**src/rtl/loop_driver_seq.sv**
```systemverilog
// -----------------------------------------------------------------------------
// loop_driver_seq
//   Switching sequencer for a half-bridge power stage. Alternates top and
//   bottom switch commands with dead time between them. Top on-time is
//   bounded by peak-current detection (after a blanking window) and by a hard
//   on-time limit. The bottom switch ends either on the next period tick
//   (continuous conduction) or on a current zero-crossing (discontinuous
//   conduction). A dead-time state whose switch-off status never arrives goes
//   to a sticky FAULT state, which is left only when run drops.
//
// Ports
//   clk           in   rising-edge clock
//   rst           in   synchronous active-high reset
//   enable_driver in   sequencer enable
//   ok_driver     in   driver supply OK
//   pwm_start     in   single-cycle switching-period tick
//   topswipeak    in   top switch peak-current reached
//   botswzcross   in   bottom switch current zero-crossing
//   topswstatus   in   top switch sensed on
//   botswstatus   in   bottom switch sensed on
//   topstate      out  top switch command (registered)
//   botstate      out  bottom switch command (registered)
//   fault         out  status-timeout flag (registered)
//   seq_state     out  current state: IDLE=0 DT_TOP=1 TOP_ON=2 DT_BOT=3
//                      BOT_ON=4 FAULT=5
// -----------------------------------------------------------------------------
module loop_driver_seq #(
    parameter int DEADTIME       = 4,
    parameter int TON_MIN        = 3,
    parameter int TON_MAX        = 20,
    parameter int STATUS_TIMEOUT = 16
) (
    input  logic       clk,
    input  logic       rst,
    input  logic       enable_driver,
    input  logic       ok_driver,
    input  logic       pwm_start,
    input  logic       topswipeak,
    input  logic       botswzcross,
    input  logic       topswstatus,
    input  logic       botswstatus,
    output logic       topstate,
    output logic       botstate,
    output logic       fault,
    output logic [2:0] seq_state
);

    typedef enum logic [2:0] {
        S_IDLE   = 3'd0,
        S_DT_TOP = 3'd1,
        S_TOP_ON = 3'd2,
        S_DT_BOT = 3'd3,
        S_BOT_ON = 3'd4,
        S_FAULT  = 3'd5
    } state_t;

    localparam logic [7:0] DT_LOAD   = 8'(DEADTIME);
    localparam logic [7:0] TON_MIN_C = 8'(TON_MIN);
    localparam logic [7:0] TON_LAST  = 8'(TON_MAX - 1);
    localparam logic [7:0] TO_LAST   = 8'(STATUS_TIMEOUT - 1);

    function automatic logic [7:0] sat_inc(input logic [7:0] v);
        return (v == 8'hFF) ? v : v + 8'd1;
    endfunction

    function automatic logic [7:0] sat_dec(input logic [7:0] v);
        return (v == 8'h00) ? v : v - 8'd1;
    endfunction

    state_t     r_state;
    state_t     w_next;
    logic [7:0] r_dt;     // dead-time remaining
    logic [7:0] r_to;     // cycles spent waiting in a dead-time state
    logic [7:0] r_ton;    // cycles spent in TOP_ON
    logic [7:0] w_dt;
    logic [7:0] w_to;
    logic [7:0] w_ton;
    logic       w_run;
    logic       w_to_expired;
    logic       w_top_exit;

    always_comb begin
        w_run        = enable_driver & ok_driver;
        w_next       = r_state;
        w_dt         = sat_dec(r_dt);
        w_to         = sat_inc(r_to);
        w_ton        = sat_inc(r_ton);
        w_to_expired = (r_to >= TO_LAST);
        // Peak current only counts once the blanking window has passed.
        w_top_exit   = (topswipeak && (r_ton >= TON_MIN_C)) || (r_ton >= TON_LAST);

        if (!w_run) begin
            w_next = S_IDLE;
            w_dt   = '0;
            w_to   = '0;
            w_ton  = '0;
        end else begin
            case (r_state)
                S_IDLE: begin
                    if (pwm_start) begin
                        w_next = S_DT_TOP;
                        w_dt   = DT_LOAD;
                        w_to   = '0;
                    end
                end
                S_DT_TOP: begin
                    // The pwm_start cycle itself already has both switches off,
                    // so the top side leaves as the counter decrements to zero.
                    if (!botswstatus && (r_dt <= 8'd1)) begin
                        w_next = S_TOP_ON;
                        w_ton  = '0;
                    end else if (botswstatus && w_to_expired) begin
                        w_next = S_FAULT;
                    end
                end
                S_TOP_ON: begin
                    if (w_top_exit) begin
                        w_next = S_DT_BOT;
                        w_dt   = DT_LOAD;
                        w_to   = '0;
                    end
                end
                S_DT_BOT: begin
                    // Bottom side waits for the counter to read zero, giving
                    // DEADTIME+1 off cycles after the top command falls.
                    if (!topswstatus && (r_dt == 8'd0)) begin
                        w_next = S_BOT_ON;
                    end else if (topswstatus && w_to_expired) begin
                        w_next = S_FAULT;
                    end
                end
                S_BOT_ON: begin
                    // A new period tick takes priority over zero-crossing.
                    if (pwm_start) begin
                        w_next = S_DT_TOP;
                        w_dt   = DT_LOAD;
                        w_to   = '0;
                    end else if (botswzcross) begin
                        w_next = S_IDLE;
                    end
                end
                S_FAULT: begin
                    w_next = S_FAULT;
                end
                default: begin
                    w_next = S_IDLE;
                end
            endcase
        end
    end

    always_ff @(posedge clk) begin
        if (rst) begin
            r_state   <= S_IDLE;
            r_dt      <= '0;
            r_to      <= '0;
            r_ton     <= '0;
            topstate  <= 1'b0;
            botstate  <= 1'b0;
            fault     <= 1'b0;
            seq_state <= 3'd0;
        end else begin
            r_state   <= w_next;
            r_dt      <= w_dt;
            r_to      <= w_to;
            r_ton     <= w_ton;
            // Outputs are decoded from the next state so they line up with
            // the state register without a combinational path to the pins.
            topstate  <= (w_next == S_TOP_ON);
            botstate  <= (w_next == S_BOT_ON);
            fault     <= (w_next == S_FAULT);
            seq_state <= w_next;
        end
    end

endmodule

```
**config.mk**
```make
export PLATFORM = sky130hd
export DESIGN_NAME = loop_driver_seq
export DESIGN_NICKNAME = d
export VERILOG_FILES = /design/src/rtl/loop_driver_seq.sv
export SDC_FILE = /design/constraint.sdc
export NUM_CORES = 1
export LEC_CHECK = 0
export CAP_MARGIN = 25
export CORE_MARGIN = 2
export CORE_UTILIZATION = 55
export DETAILED_ROUTE_END_ITERATION = 8
export GPL_TIMING_DRIVEN = 1
export PLACE_DENSITY = 0.77
export SLEW_MARGIN = 10
export SYNTH_ARGS = -nofsm -noshare
export SYNTH_HDL_FRONTEND = slang
export SYNTH_SLANG_ARGS = --single-unit
```
**constraint.sdc**
```tcl
create_clock -name clk -period 2.45 [get_ports clk]
set_clock_uncertainty 0.1 [all_clocks]
set_input_delay 0.49 -clock clk [delete_from_list [all_inputs] [get_ports clk]]
set_output_delay 0.49 -clock clk [all_outputs]
set_load 0.01 [all_outputs]
```
==> Yosys cells after proc, flatten, opt, wreduce, memory -nomap -nowiden <==
Cells that the tools add are included.
Widths: inputs -> output; s select.
{ "word_totals": {"regBits": 30, "inputBits": 9, "out_inout_bits": 6, "elab_cells": 59} }
{ "classes": {"addsub": 3, "magnitude_cmp": 4, "n_eq_ne": 10, "n_mux": 21, "bitwise": 2, "reduce_logical": 12} }
{ "ops": {"columns": ["op", "n"], "rows": [
  ["$mux 8", 9],
  ["$pmux 8 s2", 2],
  ["$mux 3", 9],
  ["$pmux 3 s6", 1],
  ["$add 8x1->8 const B", 2],
  ["$eq 8x8->1 const B", 2],
  ["$eq 3x3->1 const B", 4],
  ["$eq 3x2->1 const B", 3],
  ["$ge 8x2->1 const B", 1],
  ["$ge 8x4->1 const B", 1],
  ["$ge 8x5->1 const B", 1],
  ["$le 8x1->1 const B", 1],
  ["$logic_not 8->1", 1],
  ["$sub 8x1->8 const B", 1],
  ["$logic_and 1x1->1", 5],
  ["$reduce_or 2->1", 2],
  ["$eq 3x1->1 const B", 1],
  ["$logic_not 3->1", 1],
  ["$logic_not 1->1", 2],
  ["$and 1x1->1", 1],
  ["$logic_or 1x1->1", 1],
  ["$not 1->1", 1]
]} }

==> Longest topological paths before layout <==
Gate-level depths: netlist (run 1).
{ "depth": {"word_depth": 7, "ltp_mapped": 6, "depth_no_buf": 6} }

==> Worst setup path after synthesis (run 1) <==
Ideal clock, no wire load.
{ "synth_timing": {"path_kind": "flip-flop to flip-flop", "start": "register r_dt[2]", "end": "register botstate", "setup_time_ns": 0.070, "t_arrival_ns": 1.938, "required_ns": 2.280, "path_slack_ns": 0.342, "path_stages_with_launch": 6, "path_buffers": 1, "synth_period_minus_slack_ns": 2.108, "path_cell_list": "dfxtp_1 > or4_1 > clkbuf_2 > or4_4 > a211o_1 > a21boi_1"} }
{ "synth_via": {"elab_chain_cells": 6, "word_cells_on_any_way": 9, "classes_between": "1 x order compare; 1 x eq/ne; 4 x mux; 3 x reduce/logical"} }
{ "synth_rtl": {"columns": ["element", "line", "source"], "rows": [
  ["from (decl)", "72", "logic [7:0] r_dt;"],
  ["from (signal assigned)", "164", "r_dt <= w_dt;"],
  ["$le 8x1->1 / $logic_not 8->1 (equally long branches)", "109, 126", null],
  ["$logic_and 1x1->1, on equally long branches", "109, 126", null],
  ["$mux 3, on equally long branches", "109, 126", null],
  ["$pmux 3 s6 (*)", "98", "case (r_state)"],
  ["$mux 3 (*)", "92", "if (!w_run) begin"],
  ["$eq 3x3->1 (*)", "170", "botstate <= (w_next == S_BOT_ON);"],
  ["to (signal assigned)", "170", null],
  ["to (decl)", "43", "output logic botstate,"]
]} }
Every way passes the cells marked *; elsewhere a longest branch is shown, timed or not.
A chain may end at the register's enable or synchronous reset.

==> Worst setup path after layout (run 1) <==
{ "layout_timing": {"start": "register r_dt[4]", "end": "register botstate"} }
Same word-level chain as after synthesis.

==> reports/qor.txt, run 1 <==
Transition time at the pin with the least slew margin -> 0.541 ns
Post-layout worst setup margin -> 0.219 ns
Number of enable flip-flop cells after synthesis -> 0
First-pass iteration count of the detailed router -> 4
Count of hold buffers inserted by post-cts repair -> 0
Area share of the leading cell type in the synthesized netlist -> 40.4%
Post-detailed-route count of antenna-violating nets -> 0
Synthesized area divided by synthesized cell count -> 8.40 um2
Cells traversed along the worst timing path -> or4_1 -> or4_4 -> a211o_1 -> a21boi_1
CTS resizes -> 0
Post-route DRC -> 0
Post-route clock period utilization -> 91.1%
Overflow after GRT -> 0
Number of vias per cell after detailed routing -> 5.82
Fillcell total -> 221
Synth-to-layout area growth -> 16.4%
Power density over the cells -> 508 nW/um2
Commonest register cell after synthesis -> sky130_fd_sc_hd__dfxtp_1
Data arrival time of the critical path -> 2.40 ns
Crit path required time -> 2.62 ns
Total die area -> 3140 um2
Routability-driven placement congestion ratio -> 0.781
First-iteration detailed-routing DRC count -> 48
Ratio of cells with drive above 1 in the final layout -> 9.09%
Via count of the first global-routing pass -> 1217
Max-slew violation count -> 0
H-tree depth -> 2
Ranking of synthesized cells by area -> sky130_fd_sc_hd__dfxtp_1 40%, sky130_fd_sc_hd__nor2_1 7.3%, sky130_fd_sc_hd__nor3_1 4.4%
Total number of nets in the final design -> 211
Starting density of the core -> 59.0%
Clock period minus worst slack -> 2.23 ns
Post-Syn Area -> 1490 um2
Count of cell types in the netlist -> 45
Static leakage -> 0.618 nW
Number of setup violations in the final report -> 0
Setup repair after global routing missed its margin -> false
Delay-heaviest family, CP -> simple AND/OR/NAND/NOR gates
Clock Latency Late Sink -> 0.33 ns
Height of the die -> 56.0 um
Portion of the post-synthesis area used by sequential elements -> 40.4%
Clock tree from TritonCTS -> done
Max Buffers Root-to-Sink -> 2
Cell type with the highest aggregate area in the netlist -> sky130_fd_sc_hd__dfxtp_1
Commonest cells in the netlist -> 30 x sky130_fd_sc_hd__dfxtp_1, 29 x sky130_fd_sc_hd__nor2_1, 15 x sky130_fd_sc_hd__nand2_1, 13 x sky130_fd_sc_hd__nor3_1, 8 x sky130_fd_sc_hd__a21oi_1
#FFs+latches synth -> 30
IR drop worst, VDD -> 0.562 mV
Largest fanout on the critical path -> 7
Startpoint-to-endpoint class of the critical path -> reg2reg
Count of antenna diodes in the layout -> 0
Critical Path Sink Type -> flop
Placement Setup Slack -> 0.111 ns
Routed length per placed instance -> 12.7 um
Half-perimeter wire length of the detailed placement result -> 2100 um
Post-CTS setup buffer count -> 0
Worst hold-check path type -> reg2reg
Number of nets produced by synthesis -> 191
Port Buffers -> 14
Final sum of negative setup slack -> 0 ns
Largest net degree at the start of global routing -> 16
Slowest cell on the critical path -> sky130_fd_sc_hd__or4_1
Core Footprint -> 2520 um2
Number of placement rows -> 18
WL final -> 2900 um
Number of buffers added by the clock tree synthesis step -> 5
Die width -> 56.0 um
Result of the run -> completed
Synth Warn # -> 0
Hold Vio Cnt, Final -> 0
CTS Sinks -> 30
Max Cap Viol -> 0
Worst slew margin relative to its limit -> 63.7%
Post-synthesis async set-or-reset flop share -> 0%
Clk root buf -> sky130_fd_sc_hd__clkbuf_4
I/O pin count -> 15
Maximum frequency from static timing analysis -> 448 MHz
Global-route total usage across every layer -> 21.2%
Via count -> 1328
Initial antenna violation count -> 0
Number of cells produced by synthesis -> 177
Kind of start point of the critical path -> flop
First-pass GRT wire length -> 5290 um
Clock slew at the register clock pins of the worst setup and hold paths -> 0.10 ns
Most frequent cell after synthesis -> sky130_fd_sc_hd__dfxtp_1
Slowest stage delay, CP -> 0.65 ns
Buffers and inverters on the worst path -> 0
[cell type report]
cell class / count / area, um2 / share of cell area, %
repair buffers: 16 / 155 / 8.96
well taps: 30 / 37.5 / 2.17
clock buffers: 6 / 51.3 / 2.96
flip-flops and latches: 30 / 601 / 34.7
clock inverters: 2 / 12.5 / 0.723
multi-input cells: 141 / 863 / 49.9
inverters: 3 / 11.3 / 0.650
[cell families after synthesis]
logic type / synth area share (%)
multiplexers: 2.02
XOR/XNOR: 4.71
adder cells (fa/ha/maj): 4.21
flip-flops: 40.4
AO/OA/AOI/OAI: 15.6
AND/OR/NAND/NOR: 31.5
buffers and inverters: 1.60
[worst reg2reg max path, stage by stage, from the launching register on]
cell and delay, ns:
sky130_fd_sc_hd__dfxtp_1 0.35, sky130_fd_sc_hd__or4_1 0.66, sky130_fd_sc_hd__or4_4 0.58, sky130_fd_sc_hd__a211o_1 0.34
sky130_fd_sc_hd__a21boi_1 0.14
[metal layers]
metal | vias up | routed length, um | GRT usage (%)
met4 | 0 | 15 | 8.50
met5 | - | 0 | 0
met1 | 608 | 1430 | 28.0
li1 | 684 | - | -
met2 | 34 | 1320 | 31.1
met3 | 2 | 146 | 7.91
[per-stage QoR]
stage | hold WS (ns) | instances | total power [W] | utilization [%] | instance area (um2)
after global placement | 0.380 | 220 | 0.000568 | 66.1 | 1670
final | 0.401 | 228 | 0.000880 | 68.7 | 1730
after global routing | 0.452 | 228 | 0.000920 | 68.7 | 1730
after CTS | 0.404 | 228 | 0.000888 | 68.7 | 1730
after floorplan | 0.362 | 177 | 0.000545 | - | 1490
after detailed placement | 0.387 | 220 | 0.000570 | 66.1 | 1670
[cells in the final DEF (no fill, tap or decap), types with 3 or more instances in the layout]
cell type,count
sky130_fd_sc_hd__nand3_1,7
sky130_fd_sc_hd__nand2b_1,6
sky130_fd_sc_hd__clkdlybuf4s50_1,14
sky130_fd_sc_hd__clkbuf_4,5
sky130_fd_sc_hd__mux2i_1,3
sky130_fd_sc_hd__inv_1,3
sky130_fd_sc_hd__nand2_1,15
sky130_fd_sc_hd__a21oi_1,8
sky130_fd_sc_hd__nor2_1,29
sky130_fd_sc_hd__dfxtp_1,30
sky130_fd_sc_hd__xor2_1,6
sky130_fd_sc_hd__nor4_1,3
sky130_fd_sc_hd__o21ai_0,4
sky130_fd_sc_hd__a211oi_1,3
sky130_fd_sc_hd__ha_1,5
sky130_fd_sc_hd__o31ai_1,3
sky130_fd_sc_hd__nor3_1,13
[where the power goes]
group / switching (W) / internal, W / leakage [nW]
clock network: 0.000184 / 0.000138 / 0.0343
logic: 0.0000307 / 0.0000335 / 0.342
registers: 0.00000378 / 0.000491 / 0.242
[final timing paths]
kind | start | endpoint | slack [ns] | depth (start not counted)
setup reg to reg | r_dt[4] | botstate | 0.22 | 4
setup / recovery | r_dt[4] | botstate | 0.22 | 4
hold / removal | r_to[1] | r_to[1] | 0.40 | 2
hold reg to reg | r_to[1] | r_to[1] | 0.40 | 2
[state kept, by name, indices dropped and copies added (netlist names)]
signal and cells:
topstate 1, r_to 8, fault 1, r_ton 8, r_dt 8, botstate 1, r_state 3
Power figures use the tool's default switching activity.
==> run 2, diff against run 1 <==
--- a/config.mk
+++ b/config.mk
@@ -5,13 +5,11 @@
 export SDC_FILE = /design/constraint.sdc
 export NUM_CORES = 1
 export LEC_CHECK = 0
-export CAP_MARGIN = 25
 export CORE_MARGIN = 2
 export CORE_UTILIZATION = 55
 export DETAILED_ROUTE_END_ITERATION = 8
 export GPL_TIMING_DRIVEN = 1
 export PLACE_DENSITY = 0.77
-export SLEW_MARGIN = 10
 export SYNTH_ARGS = -nofsm -noshare
 export SYNTH_HDL_FRONTEND = slang
 export SYNTH_SLANG_ARGS = --single-unit
==> results of run 2 <==
Same layout as run 1: the final DEF is identical, and so are final timing and power.
==> run 3, diff against run 2 <==
--- a/config.mk
+++ b/config.mk
@@ -5,6 +5,7 @@
 export SDC_FILE = /design/constraint.sdc
 export NUM_CORES = 1
 export LEC_CHECK = 0
+export CORE_ASPECT_RATIO = 0.9
 export CORE_MARGIN = 2
 export CORE_UTILIZATION = 55
 export DETAILED_ROUTE_END_ITERATION = 8
==> constraint.sdc (replaced) <==
create_clock -name clk -period 2.12 [get_ports clk]
set_clock_uncertainty 0.1 [all_clocks]
set_input_delay 0.424 -clock clk [delete_from_list [all_inputs] [get_ports clk]]
set_output_delay 0.424 -clock clk [all_outputs]
set_load 0.01 [all_outputs]
==> run 3 against run 2 <==
  * The run now ends with design-rule violations left
  * First-iteration DRC count rose by 140%
  * Setup slack lost 0.16 ns
  * Global-route usage up 3.9 points
  * Via count up 4.1%
  * Die area about the same
  * Wire length up 17%
  * Final area up 4.7%
  * Flip-flop and latch count unchanged
==> reports/qor.txt, run 3 (same netlist as run 1, synthesis figures left out) <==
Result of the run -> finished with violations
Failing checks -> design-rule violations
Max-slew violation count -> 0 (unchanged)
Static leakage -> 0.668 nW (+8.0%)
Height of the die -> 53.3 um (-4.8%)
Initial antenna violation count -> 0 (unchanged)
Slowest stage delay, CP -> 0.57 ns (-0.08 ns)
Critical Path Sink Type -> flop
First-iteration detailed-routing DRC count -> 114 (+140%)
Worst slew margin relative to its limit -> 65.4% (+1.7 points)
Port Buffers -> 14 (unchanged)
Routability-driven placement congestion ratio -> 0.775 (-0.76%)
Post-detailed-route count of antenna-violating nets -> 0 (unchanged)
First-pass GRT wire length -> 5690 um (+7.4%)
Largest regs -> r_dt (8), r_to (8), r_ton (8)
Buffers and inverters on the worst path -> 0 (unchanged)
Ratio of cells with drive above 1 in the final layout -> 14.5% (+5.4 points)
Total die area -> 3140 um2 (about the same)
Starting density of the core -> 59.3% (+0.29 points)
Number of vias per cell after detailed routing -> 5.88 (+0.97%)
IR drop worst, VDD -> 0.346 mV (-39%)
Count of hold buffers inserted by post-cts repair -> 0 (unchanged)
Post-route DRC -> 1 (+1)
M2 GR Usage -> 39.6% (+8.5 points)
Global-route total usage across every layer -> 25.0% (+3.9 points)
CTS Sinks -> 30 (unchanged)
WL final -> 3390 um (+17%)
Largest net degree at the start of global routing -> 10 (-6)
Setup repair after global routing missed its margin -> false
GRT met3 Usage -> 9.29% (+1.4 points)
Delay-heaviest family, CP -> simple AND/OR/NAND/NOR gates
Clock slew at the register clock pins of the worst setup and hold paths -> 0.10 ns (about the same)
Clk root buf -> sky130_fd_sc_hd__clkbuf_4
I/O pin count -> 15 (unchanged)
Max Buffers Root-to-Sink -> 2 (unchanged)
Power density over the cells -> 567 nW/um2 (+12%)
Clock Latency Late Sink -> 0.34 ns (about the same)
Hold Vio Cnt, Final -> 0 (unchanged)
Via count -> 1382 (+4.1%)
Cells traversed along the worst timing path -> or4_4 -> or4_4 -> or2_1 -> a211oi_2
Clock period minus worst slack -> 2.06 ns (-0.168 ns)
Commonest non-fill, non-tap cell in the layout -> sky130_fd_sc_hd__dfxtp_1
Clock tree from TritonCTS -> done
Via count of the first global-routing pass -> 1272 (+4.5%)
Number of buffers added by the clock tree synthesis step -> 5 (unchanged)
Crit path required time -> 2.29 ns (-0.33 ns)
Core Footprint -> 2510 um2 (-0.50%)
Startpoint-to-endpoint class of the critical path -> reg2reg
Share of the core filled with cells in the final layout -> 72.2% (+3.6 points)
Count of antenna diodes in the layout -> 0 (unchanged)
Die width -> 58.8 um (+5.0%)
Max Cap Viol -> 0 (unchanged)
Number of setup violations in the final report -> 0 (unchanged)
Most utilized layer in the global route result -> met2
Total number of nets in the final design -> 220 (+4.3%)
Largest fanout on the critical path -> 4 (-3)
First-pass iteration count of the detailed router -> 6 (+2)
H-tree depth -> 2 (unchanged)
Routed length per placed instance -> 14.4 um (+13%)
Transition time at the pin with the least slew margin -> 0.517 ns (-0.0237 ns)
Worst hold-check path type -> reg2reg
Data arrival time of the critical path -> 2.23 ns (-0.17 ns)
Kind of start point of the critical path -> flop
Most used cell along the critical path -> sky130_fd_sc_hd__or4_4
Final sum of negative setup slack -> 0 ns (unchanged)
Tot Pwr -> 0.00103 W (+17%)
Half-perimeter wire length of the detailed placement result -> 2470 um (+18%)
Post-route clock period utilization -> 97.3% (+6.3 points)
Slowest cell on the critical path -> sky130_fd_sc_hd__or4_4
Most frequent cells in the layout -> 30 x sky130_fd_sc_hd__dfxtp_1, 29 x sky130_fd_sc_hd__nor2_1, 15 x sky130_fd_sc_hd__nand2_1
Number of placement rows -> 17 (-1)
Maximum frequency from static timing analysis -> 485 MHz (+8.1%)
Post-CTS setup buffer count -> 0 (unchanged)
Synth-to-layout area growth -> 21.9%
Met1 global-route usage -> 30.1% (+2.0 points)
Overflow after GRT -> 0 (unchanged)
run 3: cell count changes in the layout (fill, tap and decap cells not counted), sizes merged:
| cell | change |
|---|---|
| clkbuf | +1 |
| clkinvlp | -1 |
| buf | +9 |
run 3: layer usage:
metal  wire (um)  vias up
li1            -      701
met1        1600      637
met2        1540       35
met3         177        9
met4          70        0
met5           0        -
run 3: power breakdown:
group / total, W / internal, W / switching [W]
clock network: 0.000368 / 0.000160 / 0.000207
logic: 0.0000886 / 0.0000486 / 0.0000400
registers: 0.000572 / 0.000567 / 0.00000440
total: 0.00103 / 0.000776 / 0.000252
run 3: worst paths after layout:
| check | to | cells past startpoint | slack (ns) | start |
|---|---|---|---|---|
| setup / recovery | topstate | 4 | 0.06 | r_dt[2] |
| hold / removal | r_to[1] | 2 | 0.40 | r_to[1] |
| setup reg to reg | topstate | 4 | 0.06 | r_dt[2] |
| hold reg to reg | r_to[1] | 2 | 0.40 | r_to[1] |
run 3: worst reg2reg max path: stages, from the launching register on:
cell	delay, ns
sky130_fd_sc_hd__dfxtp_1	0.33
sky130_fd_sc_hd__or4_4	0.57
sky130_fd_sc_hd__or4_4	0.54
sky130_fd_sc_hd__or2_1	0.28
sky130_fd_sc_hd__a211oi_2	0.18
run 3: per-stage QoR:
stage	hold WS, ns	cell area, um2	worst slack (ns)	instances
after floorplan	0.362	1490	0.0118	177
after global placement	0.375	1730	-0.0992	227
after detailed placement	0.385	1730	-0.139	227
after CTS	0.399	1800	0.0430	235
after global routing	0.429	1810	0.0176	235
final	0.400	1810	0.0567	235
run 3: layout make-up:
type                       count  area, um2
clock inverter                 1       5.00
fill                         194        697
inverter                       3       11.3
tap                           28       35.0
sequential                    30        601
multi-input combinational    141        883
clock buffer                   7       55.1
timing repair buffer          25        223
run 3: repair_timing:
item                       in CTS  in global routing
hold endpoints to repair        0                  0
gates resized for setup         2                  2
pin swaps                       0                  1
setup endpoints to repair       3                  3
